<file path="src/rtl/seg7_scan_driver_pkg.sv">
// seg7 scan driver shared types
// state enum, glyph table, one-hot check
package seg7_pkg;

  typedef enum logic [1:0] {
    IDLE,
    BLANK,
    DRIVE,
    FAULT
  } state_t;

  localparam logic [6:0] GLYPH [16] = '{
    7'h3F, 7'h06, 7'h5B, 7'h4F,
    7'h66, 7'h6D, 7'h7D, 7'h07,
    7'h7F, 7'h6F, 7'h77, 7'h7C,
    7'h39, 7'h5E, 7'h79, 7'h71
  };

  function automatic logic is_onehot(
    input logic [3:0] p
  );
    return (p != 4'd0) &&
           ((p & (p - 4'd1)) == 4'd0);
  endfunction

endpackage

</file>
<file path="src/rtl/seg7_scan_driver_if.sv">
// seg7 scan driver signal bundle
// phase/value controls in, anodes/segments out
interface seg7_scan_driver_if;

  logic [0:3]  phase;
  logic [15:0] value;
  logic        load;
  logic        lzb_en;
  logic        err_clr;
  logic [3:0]  an;
  logic [6:0]  seg;
  logic        err;

  modport master (
    output phase,
    output value,
    output load,
    output lzb_en,
    output err_clr,
    input  an,
    input  seg,
    input  err
  );

  modport slave (
    input  phase,
    input  value,
    input  load,
    input  lzb_en,
    input  err_clr,
    output an,
    output seg,
    output err
  );

endinterface

</file>
<file path="src/rtl/seg7_scan_driver_hex_to_seg7.sv">
// hex nibble to seven-segment glyph
// active-high {g,f,e,d,c,b,a}
module hex_to_seg7
  import seg7_pkg::*;
(
  input  logic [3:0] nib,
  output logic [6:0] glyph
);

  assign glyph = GLYPH[nib];

endmodule

</file>
<file path="src/rtl/seg7_scan_driver.sv">
// 4-digit multiplexed 7-seg driver
// blanks on phase change, frame-aligned update
module seg7_scan_driver
  import seg7_pkg::*;
#(
  parameter int BLANK_CYCLES   = 2,
  parameter bit AN_ACTIVE_LOW  = 1'b1,
  parameter bit SEG_ACTIVE_LOW = 1'b1
) (
  input logic          clk,
  input logic          rst_n,
  seg7_scan_driver_if.slave bus
);

  localparam logic [3:0] BLANK_INIT =
    4'(BLANK_CYCLES - 1);
  localparam logic [3:0] AN_OFF =
    AN_ACTIVE_LOW ? 4'hF : 4'h0;
  localparam logic [6:0] SEG_OFF =
    SEG_ACTIVE_LOW ? 7'h7F : 7'h00;

  state_t      state_q, state_d;
  logic [3:0]  cnt_q, cnt_d;
  logic [0:3]  phase_q, phase_d;
  logic [15:0] staging_q, staging_d;
  logic [15:0] shadow_q, shadow_d;
  logic        pending_q, pending_d;
  logic        err_q, err_d;
  logic [3:0]  an_q, an_d;
  logic [6:0]  seg_q, seg_d;

  logic        phase_ok;
  logic        phase_chg;
  logic        enter_blank;
  logic        commit;
  logic [1:0]  dig;
  logic [3:0]  nib;
  logic [6:0]  glyph;
  logic [3:0]  lz;
  logic [3:0]  an_on;
  logic        dig_blank;

  assign phase_d   = bus.phase;
  assign phase_ok  = is_onehot(bus.phase);
  assign phase_chg = (bus.phase != phase_q);

  // next state and blank counter
  always_comb begin
    state_d = state_q;
    cnt_d   = cnt_q;
    if (!phase_ok) begin
      state_d = FAULT;
    end else if (phase_chg) begin
      state_d = BLANK;
      cnt_d   = BLANK_INIT;
    end else begin
      unique case (state_q)
        IDLE, FAULT: begin
          state_d = BLANK;
          cnt_d   = BLANK_INIT;
        end
        BLANK: begin
          if (cnt_q == 4'd0) begin
            state_d = DRIVE;
          end else begin
            cnt_d = cnt_q - 4'd1;
          end
        end
        DRIVE: state_d = DRIVE;
        default: state_d = IDLE;
      endcase
    end
  end

  assign enter_blank = (state_d == BLANK) &&
    ((state_q != BLANK) || phase_chg);
  assign commit = enter_blank &&
    bus.phase[0] && pending_q;

  // staging/shadow value capture
  always_comb begin
    staging_d = staging_q;
    shadow_d  = shadow_q;
    pending_d = pending_q;
    if (commit) begin
      shadow_d  = staging_q;
      pending_d = 1'b0;
    end
    if (bus.load) begin
      staging_d = bus.value;
      pending_d = 1'b1;
    end
  end

  // sticky error, set beats clear
  always_comb begin
    err_d = err_q;
    if (state_d == FAULT) begin
      err_d = 1'b1;
    end else if (bus.err_clr &&
                 state_q != FAULT) begin
      err_d = 1'b0;
    end
  end

  assign dig = {phase_q[2] | phase_q[3],
                phase_q[1] | phase_q[3]};
  assign nib = shadow_q[{dig, 2'b00} +: 4];

  assign lz[3] = (shadow_q[15:12] == 4'd0);
  assign lz[2] = lz[3] &&
                 (shadow_q[11:8] == 4'd0);
  assign lz[1] = lz[2] &&
                 (shadow_q[7:4] == 4'd0);
  assign lz[0] = 1'b0;

  assign dig_blank = bus.lzb_en && lz[dig];

  hex_to_seg7 u_dec (
    .nib   (nib),
    .glyph (glyph)
  );

  // one-hot phase to per-anode enable
  always_comb begin
    an_on = 4'd0;
    for (int i = 0; i < 4; i++) begin
      an_on[i] = phase_q[i];
    end
  end

  // registered anode/segment outputs
  always_comb begin
    an_d  = AN_OFF;
    seg_d = SEG_OFF;
    if (state_q == DRIVE) begin
      an_d = AN_ACTIVE_LOW ? ~an_on : an_on;
      if (!dig_blank) begin
        seg_d = SEG_ACTIVE_LOW ? ~glyph : glyph;
      end
    end
  end

  // state registers
  always_ff @(posedge clk or negedge rst_n) begin
    if (!rst_n) begin
      state_q   <= IDLE;
      cnt_q     <= 4'd0;
      phase_q   <= 4'd0;
      staging_q <= 16'd0;
      shadow_q  <= 16'd0;
      pending_q <= 1'b0;
      err_q     <= 1'b0;
      an_q      <= AN_OFF;
      seg_q     <= SEG_OFF;
    end else begin
      state_q   <= state_d;
      cnt_q     <= cnt_d;
      phase_q   <= phase_d;
      staging_q <= staging_d;
      shadow_q  <= shadow_d;
      pending_q <= pending_d;
      err_q     <= err_d;
      an_q      <= an_d;
      seg_q     <= seg_d;
    end
  end

  assign bus.an  = an_q;
  assign bus.seg = seg_q;
  assign bus.err = err_q;

endmodule

</file>
<file path="src/flat_wrapper.sv">
// flat-port wrapper written by rule: the top's interface ports become plain ports
module seg7_scan_driver_flat import seg7_pkg::*;
#(
  parameter int BLANK_CYCLES   = 2,
  parameter bit AN_ACTIVE_LOW  = 1'b1,
  parameter bit SEG_ACTIVE_LOW = 1'b1
)
  (clk, rst_n, bus_phase, bus_value, bus_load, bus_lzb_en, bus_err_clr, bus_an, bus_seg, bus_err);
  seg7_scan_driver_if bus_i ();
  input logic clk;
  input logic rst_n;
  input wire logic [$bits(bus_i.phase)-1:0] bus_phase;
  input wire logic [$bits(bus_i.value)-1:0] bus_value;
  input wire logic [$bits(bus_i.load)-1:0] bus_load;
  input wire logic [$bits(bus_i.lzb_en)-1:0] bus_lzb_en;
  input wire logic [$bits(bus_i.err_clr)-1:0] bus_err_clr;
  output wire logic [$bits(bus_i.an)-1:0] bus_an;
  output wire logic [$bits(bus_i.seg)-1:0] bus_seg;
  output wire logic [$bits(bus_i.err)-1:0] bus_err;
  assign bus_i.phase = bus_phase;
  assign bus_i.value = bus_value;
  assign bus_i.load = bus_load;
  assign bus_i.lzb_en = bus_lzb_en;
  assign bus_i.err_clr = bus_err_clr;
  assign bus_an = bus_i.an;
  assign bus_seg = bus_i.seg;
  assign bus_err = bus_i.err;
  seg7_scan_driver #(.BLANK_CYCLES(BLANK_CYCLES), .AN_ACTIVE_LOW(AN_ACTIVE_LOW), .SEG_ACTIVE_LOW(SEG_ACTIVE_LOW)) u_core (.clk(clk), .rst_n(rst_n), .bus(bus_i));
endmodule
</file>
<file path="config.mk">
export PLATFORM = sky130hd
export DESIGN_NAME = seg7_scan_driver_flat
export DESIGN_NICKNAME = d
export VERILOG_FILES = /design/src/rtl/seg7_scan_driver_pkg.sv /design/src/rtl/seg7_scan_driver_if.sv /design/src/rtl/seg7_scan_driver_hex_to_seg7.sv /design/src/rtl/seg7_scan_driver.sv /design/src/flat_wrapper.sv
export SDC_FILE = /design/constraint.sdc
export NUM_CORES = 1
export LEC_CHECK = 0
export ABC_CLOCK_PERIOD_IN_PS = 3100
export CORE_ASPECT_RATIO = 1.5
export CORE_MARGIN = 3
export CORE_UTILIZATION = 25
export CTS_BUF_LIST = sky130_fd_sc_hd__clkbuf_8
export DETAILED_ROUTE_END_ITERATION = 7
export PLACE_DENSITY = 0.41
export RECOVER_POWER = 100
export SYNTH_ARGS = -nofsm -noshare
export SYNTH_HDL_FRONTEND = slang
export SYNTH_HIERARCHICAL = 1
export SYNTH_SLANG_ARGS = --single-unit
</file>
<file path="constraint.sdc">
create_clock -name clk -period 3.1 [get_ports clk]
set_clock_uncertainty 0.1 [all_clocks]
set_input_delay 0.775 -clock clk [delete_from_list [all_inputs] [get_ports clk]]
set_output_delay 0.775 -clock clk [all_outputs]
set_load 0.03 [all_outputs]
</file>
==> metrics.txt <==
# TYPE chip_impl_metric gauge
chip_impl_info{name="outcome",value="completed"} 1
chip_impl_info{name="rsz0062_at_grt",value="false"} 1
chip_impl_metric{name="place_hpwl",unit="um"} 4130
chip_impl_metric{name="place.gp.congestion",unit=""} 0.791
chip_impl_metric{name="finalCriticalPeriod",unit="ns"} 2.64
chip_impl_info{name="setup.worst_path.start_class",value="input port"} 1
chip_impl_info{name="cts_tree",value="built"} 1
chip_impl_metric{name="final_layout_net_count",unit=""} 301
chip_impl_metric{name="insertedDiodeCount",unit=""} 0
chip_impl_metric{name="totalPowerFinal",unit="mW"} 1.66
chip_impl_metric{name="port-buffer-count",unit=""} 36
chip_impl_metric{name="post-cts-setup-buffers",unit=""} 0
chip_impl_metric{name="finalSetupViolations",unit=""} 0
chip_impl_metric{name="clk_pin_slew_worst_paths",unit="ns"} 0.10
chip_impl_metric{name="p_int",unit="mW"} 1.17
chip_impl_metric{name="layout-drive-gt1-share",unit=""} 0.223
chip_impl_metric{name="grt_antenna_before_repair",unit=""} 0
chip_impl_info{name="crit_path_start",value="bus_phase[2]"} 1
chip_impl_metric{name="ctsLongestPathBuffers",unit=""} 2
chip_impl_metric{name="final_count_of_pins_violating_max_slew",unit=""} 0
chip_impl_metric{name="grt_first_pass_wirelength",unit="um"} 9690
chip_impl_metric{name="postSynthRegisterBits",unit=""} 55
chip_impl_metric{name="synth_nets",unit=""} 260
chip_impl_info{name="launch_point_of_the_worst_hold_path",value="u_core/phase_q[0]$_DFF_PN0_"} 1
chip_impl_metric{name="first_pass_iters",unit=""} 4
chip_impl_info{name="ys_dominant_reg_cell",value="dfrtp_1"} 1
chip_impl_info{name="top_usage_layer",value="met2"} 1
chip_impl_metric{name="vias",unit=""} 1803
chip_impl_metric{name="worst-endpoint-required",unit="ns"} 3.20
chip_impl_metric{name="switching_power",unit="mW"} 0.488
chip_impl_metric{name="netSwitchingFraction",unit=""} 0.294
chip_impl_metric{name="postLayoutCoreUtil",unit=""} 0.311
chip_impl_metric{name="detail_route.iter0.violations",unit=""} 70
chip_impl_metric{name="grt_start_max_net_pins",unit=""} 56
chip_impl_metric{name="drt-total-wl",unit="um"} 5660
chip_impl_metric{name="floorplan.io_pins",unit=""} 37
chip_impl_metric{name="dp_slack",unit="ns"} 0.291
chip_impl_metric{name="cts_hold_buffers",unit=""} 0
chip_impl_metric{name="grtUsageMet3",unit=""} 0.0195
chip_impl_metric{name="via_per_inst",unit=""} 4.42
chip_impl_metric{name="power_density",unit="mW/mm^2"} 497
chip_impl_metric{name="fillerInstances",unit=""} 1140
chip_impl_metric{name="clock_insertion_delay_worst_skew",unit="ns"} 0.31
chip_impl_metric{name="cpPeakStageDelay",unit="ns"} 0.73
chip_impl_metric{name="global_route.usage.met1",unit=""} 0.111
chip_impl_info{name="crit_slowest_cell",value="dlygate4sd3_1"} 1
chip_impl_metric{name="synth_warn",unit=""} 6
chip_impl_metric{name="synth-edff-count",unit=""} 0
chip_impl_info{name="worstSetupPathType",value="input port to register"} 1
chip_impl_info{name="clk_root_buffer_cell",value="clkbuf_8"} 1
chip_impl_metric{name="synth_cells",unit=""} 223
chip_impl_metric{name="number_of_remaining_drc_errors",unit=""} 0
chip_impl_metric{name="crit_path_max_fanout",unit=""} 16
chip_impl_metric{name="setup_slack",unit="ns"} 0.464
chip_impl_metric{name="clock_power_share",unit=""} 0.233
chip_impl_metric{name="fin_crit_sh",unit=""} 0.850
chip_impl_metric{name="rows",unit=""} 46
chip_impl_info{name="reg2reg_from",value="u_core/phase_q[1]$_DFF_PN0_"} 1
chip_impl_metric{name="first_global_vias",unit=""} 1996
chip_impl_metric{name="antenna_left",unit=""} 0
chip_impl_metric{name="layout-area-overhead-vs-synth",unit="%"} 20.0
chip_impl_metric{name="initial_core_util",unit=""} 0.259
chip_impl_metric{name="core_region_area",unit="sq mm"} 0.0107
chip_impl_metric{name="gr-total-overflow",unit=""} 0
chip_impl_metric{name="tns",unit="ns"} 0
chip_impl_metric{name="max_clock_freq",unit="GHz"} 0.379
chip_impl_metric{name="ys_seq_area_frac",unit=""} 0.500
chip_impl_metric{name="worst_slew_pin_slew",unit="ns"} 1.40
chip_impl_metric{name="postSynth.asyncResetShare",unit=""} 1.00
chip_impl_metric{name="tritoncts.num_buffers",unit=""} 5
chip_impl_info{name="min-delay-path-class",value="register to register"} 1
chip_impl_metric{name="power.share.sequential",unit=""} 0.524
chip_impl_metric{name="pwr-share-comb",unit=""} 0.243
chip_impl_metric{name="syn_avg_cell_area",unit="sq um"} 12.5
chip_impl_info{name="crit_path_cells",value="dlygate4sd3_1 > xnor2_2 > nand4_1 > o211a_1 > buf_12 > mux2_1"} 1
chip_impl_metric{name="die_h",unit="um"} 135
chip_impl_metric{name="clkSinkCount",unit=""} 55
chip_impl_metric{name="die_x",unit="um"} 92.1
chip_impl_metric{name="worstPathArrival",unit="ns"} 2.73
chip_impl_metric{name="timing.final.hold_violations",unit=""} 0
chip_impl_metric{name="die_area",unit="sq mm"} 0.0124
chip_impl_metric{name="maxCapViolCount",unit=""} 0
chip_impl_metric{name="cts.htree.levels",unit=""} 2
chip_impl_metric{name="grt_use_total",unit=""} 0.0992
chip_impl_info{name="worstSetupEndpointType",value="register"} 1
chip_impl_metric{name="avgRoutedWirePerCell",unit="um"} 13.9
chip_impl_metric{name="postCtsResizedCells",unit=""} 0
chip_impl_metric{name="ys_types",unit=""} 47
chip_impl_metric{name="slew_headroom",unit=""} 0.0685
chip_impl_metric{name="irDropWorstVdd",unit="mV"} 0.157
chip_impl_metric{name="grt_util_met2",unit=""} 0.175
chip_impl_metric{name="netlist_area_before_placement",unit="sq mm"} 0.00278
chip_impl_metric{name="power.static_leakage",unit="nW"} 1.32
-- critical path, delay by kind of cell --
kind	cells	cell delay (ns)
compound gates	1	0.33
xor+xnor	1	0.16
buf+inv	2	0.89
mux	1	0.32
simple gates	1	0.25
-- cells in the mapped netlist, drive strengths merged (2+ instances only) --
cell | instances | area share
inv | 12 | 0.016
nor3 | 2 | 0.0036
a21oi | 8 | 0.014
o31ai | 2 | 0.0054
nand3 | 10 | 0.018
o2bb2ai | 2 | 0.0063
o21ai | 8 | 0.014
nor2 | 9 | 0.012
nand2 | 14 | 0.019
mux2 | 35 | 0.16
mux2i | 6 | 0.022
nand3b | 2 | 0.0054
xnor2 | 4 | 0.023
nor4 | 2 | 0.0045
nor4b | 4 | 0.013
nor2b | 3 | 0.0068
clkbuf | 3 | 0.0041
dfstp | 11 | 0.10
dfrtp | 44 | 0.40
a211o | 2 | 0.0068
ha | 12 | 0.054
buf | 6 | 0.023
a21o | 3 | 0.0086
-- layout make-up --
class | count | area [sq um] | area share
repair buffers | 43 | 414 | 0.124
flip-flops and latches | 55 | 1390 | 0.417
inverters | 12 | 45.0 | 0.0135
clock buffers | 5 | 68.8 | 0.0206
clock inverters | 2 | 8.76 | 0.00263
well taps | 144 | 180 | 0.0540
multi-input cells | 147 | 1230 | 0.368
-- kinds of logic after synthesis --
family | Yosys count | share of synthesized area
AO/OA/AOI/OAI | 35 | 0.0860
XOR/XNOR | 5 | 0.0266
adder cells (fa/ha/maj) | 12 | 0.0541
buffers and inverters | 21 | 0.0432
flip-flops | 55 | 0.500
multiplexers | 42 | 0.186
AND/OR/NAND/NOR | 53 | 0.103
-- state kept, by name (all words and copies together) (netlist names) --
signal	flops
u_core/bus.seg	7
u_core/cnt_q	4
u_core/pending_q	1
u_core/phase_q	4
u_core/bus.an	4
u_core/shadow_q	16
u_core/state_q	2
u_core/staging_q	16
u_core/bus.err	1
-- routing by layer --
layer | part of all wire | vias to the layer above
li1 | - | 873
met1 | 0.42 | 883
met2 | 0.51 | 35
met3 | 0.033 | 12
met4 | 0.034 | 0
met5 | 0 | -
-- power groups by stage --
stage	logic (mW)	registers, mW	clock network [mW]
2_1_floorplan	0.326	0.860	0
3_3_place_gp	0.436	0.889	0
3_5_place_dp	0.440	0.890	0
4_1_cts	0.442	0.876	0.417
5_1_grt	0.455	0.887	0.437
6_report	0.403	0.869	0.387
-- final timing paths --
kind,slack (ns),endpoint,cells after the start
setup / recovery,0.46,u_core/shadow_q[9]$_DFFE_PN0P_,6
hold / removal,0.37,u_core/bus.an[0]$_DFF_PN1_,1
setup reg to reg,0.58,u_core/bus.seg[3]$_DFF_PN1_,9
hold reg to reg,0.37,u_core/bus.an[0]$_DFF_PN1_,1
max in group asynchronous,1.30,u_core/shadow_q[5]$_DFFE_PN0P_,2
min in group asynchronous,0.73,u_core/staging_q[9]$_DFFE_PN0P_,2
-- through the flow --
stage	area, sq um	hold WS [ns]	instances
floorplan	2780	0.326	223
global placement	3300	0.352	401
detailed placement	3300	0.365	401
CTS	3380	0.382	408
global route	3330	0.410	408
finish	3330	0.372	408
-- cell usage in the layout, fill, tap and decap left out, types with 6 or more instances in the layout --
| master | n |
|---|---|
| nand2_1 | 14 |
| a21oi_1 | 8 |
| mux2i_1 | 6 |
| mux2_1 | 9 |
| clkdlybuf4s50_1 | 18 |
| dfstp_2 | 11 |
| o21ai_0 | 8 |
| nor2_1 | 9 |
| inv_1 | 12 |
| mux2_2 | 25 |
| nand3_1 | 10 |
| dfrtp_1 | 44 |
| ha_1 | 12 |
| dlygate4sd3_1 | 17 |
Note: power is estimated with default switching activity, not from simulation.
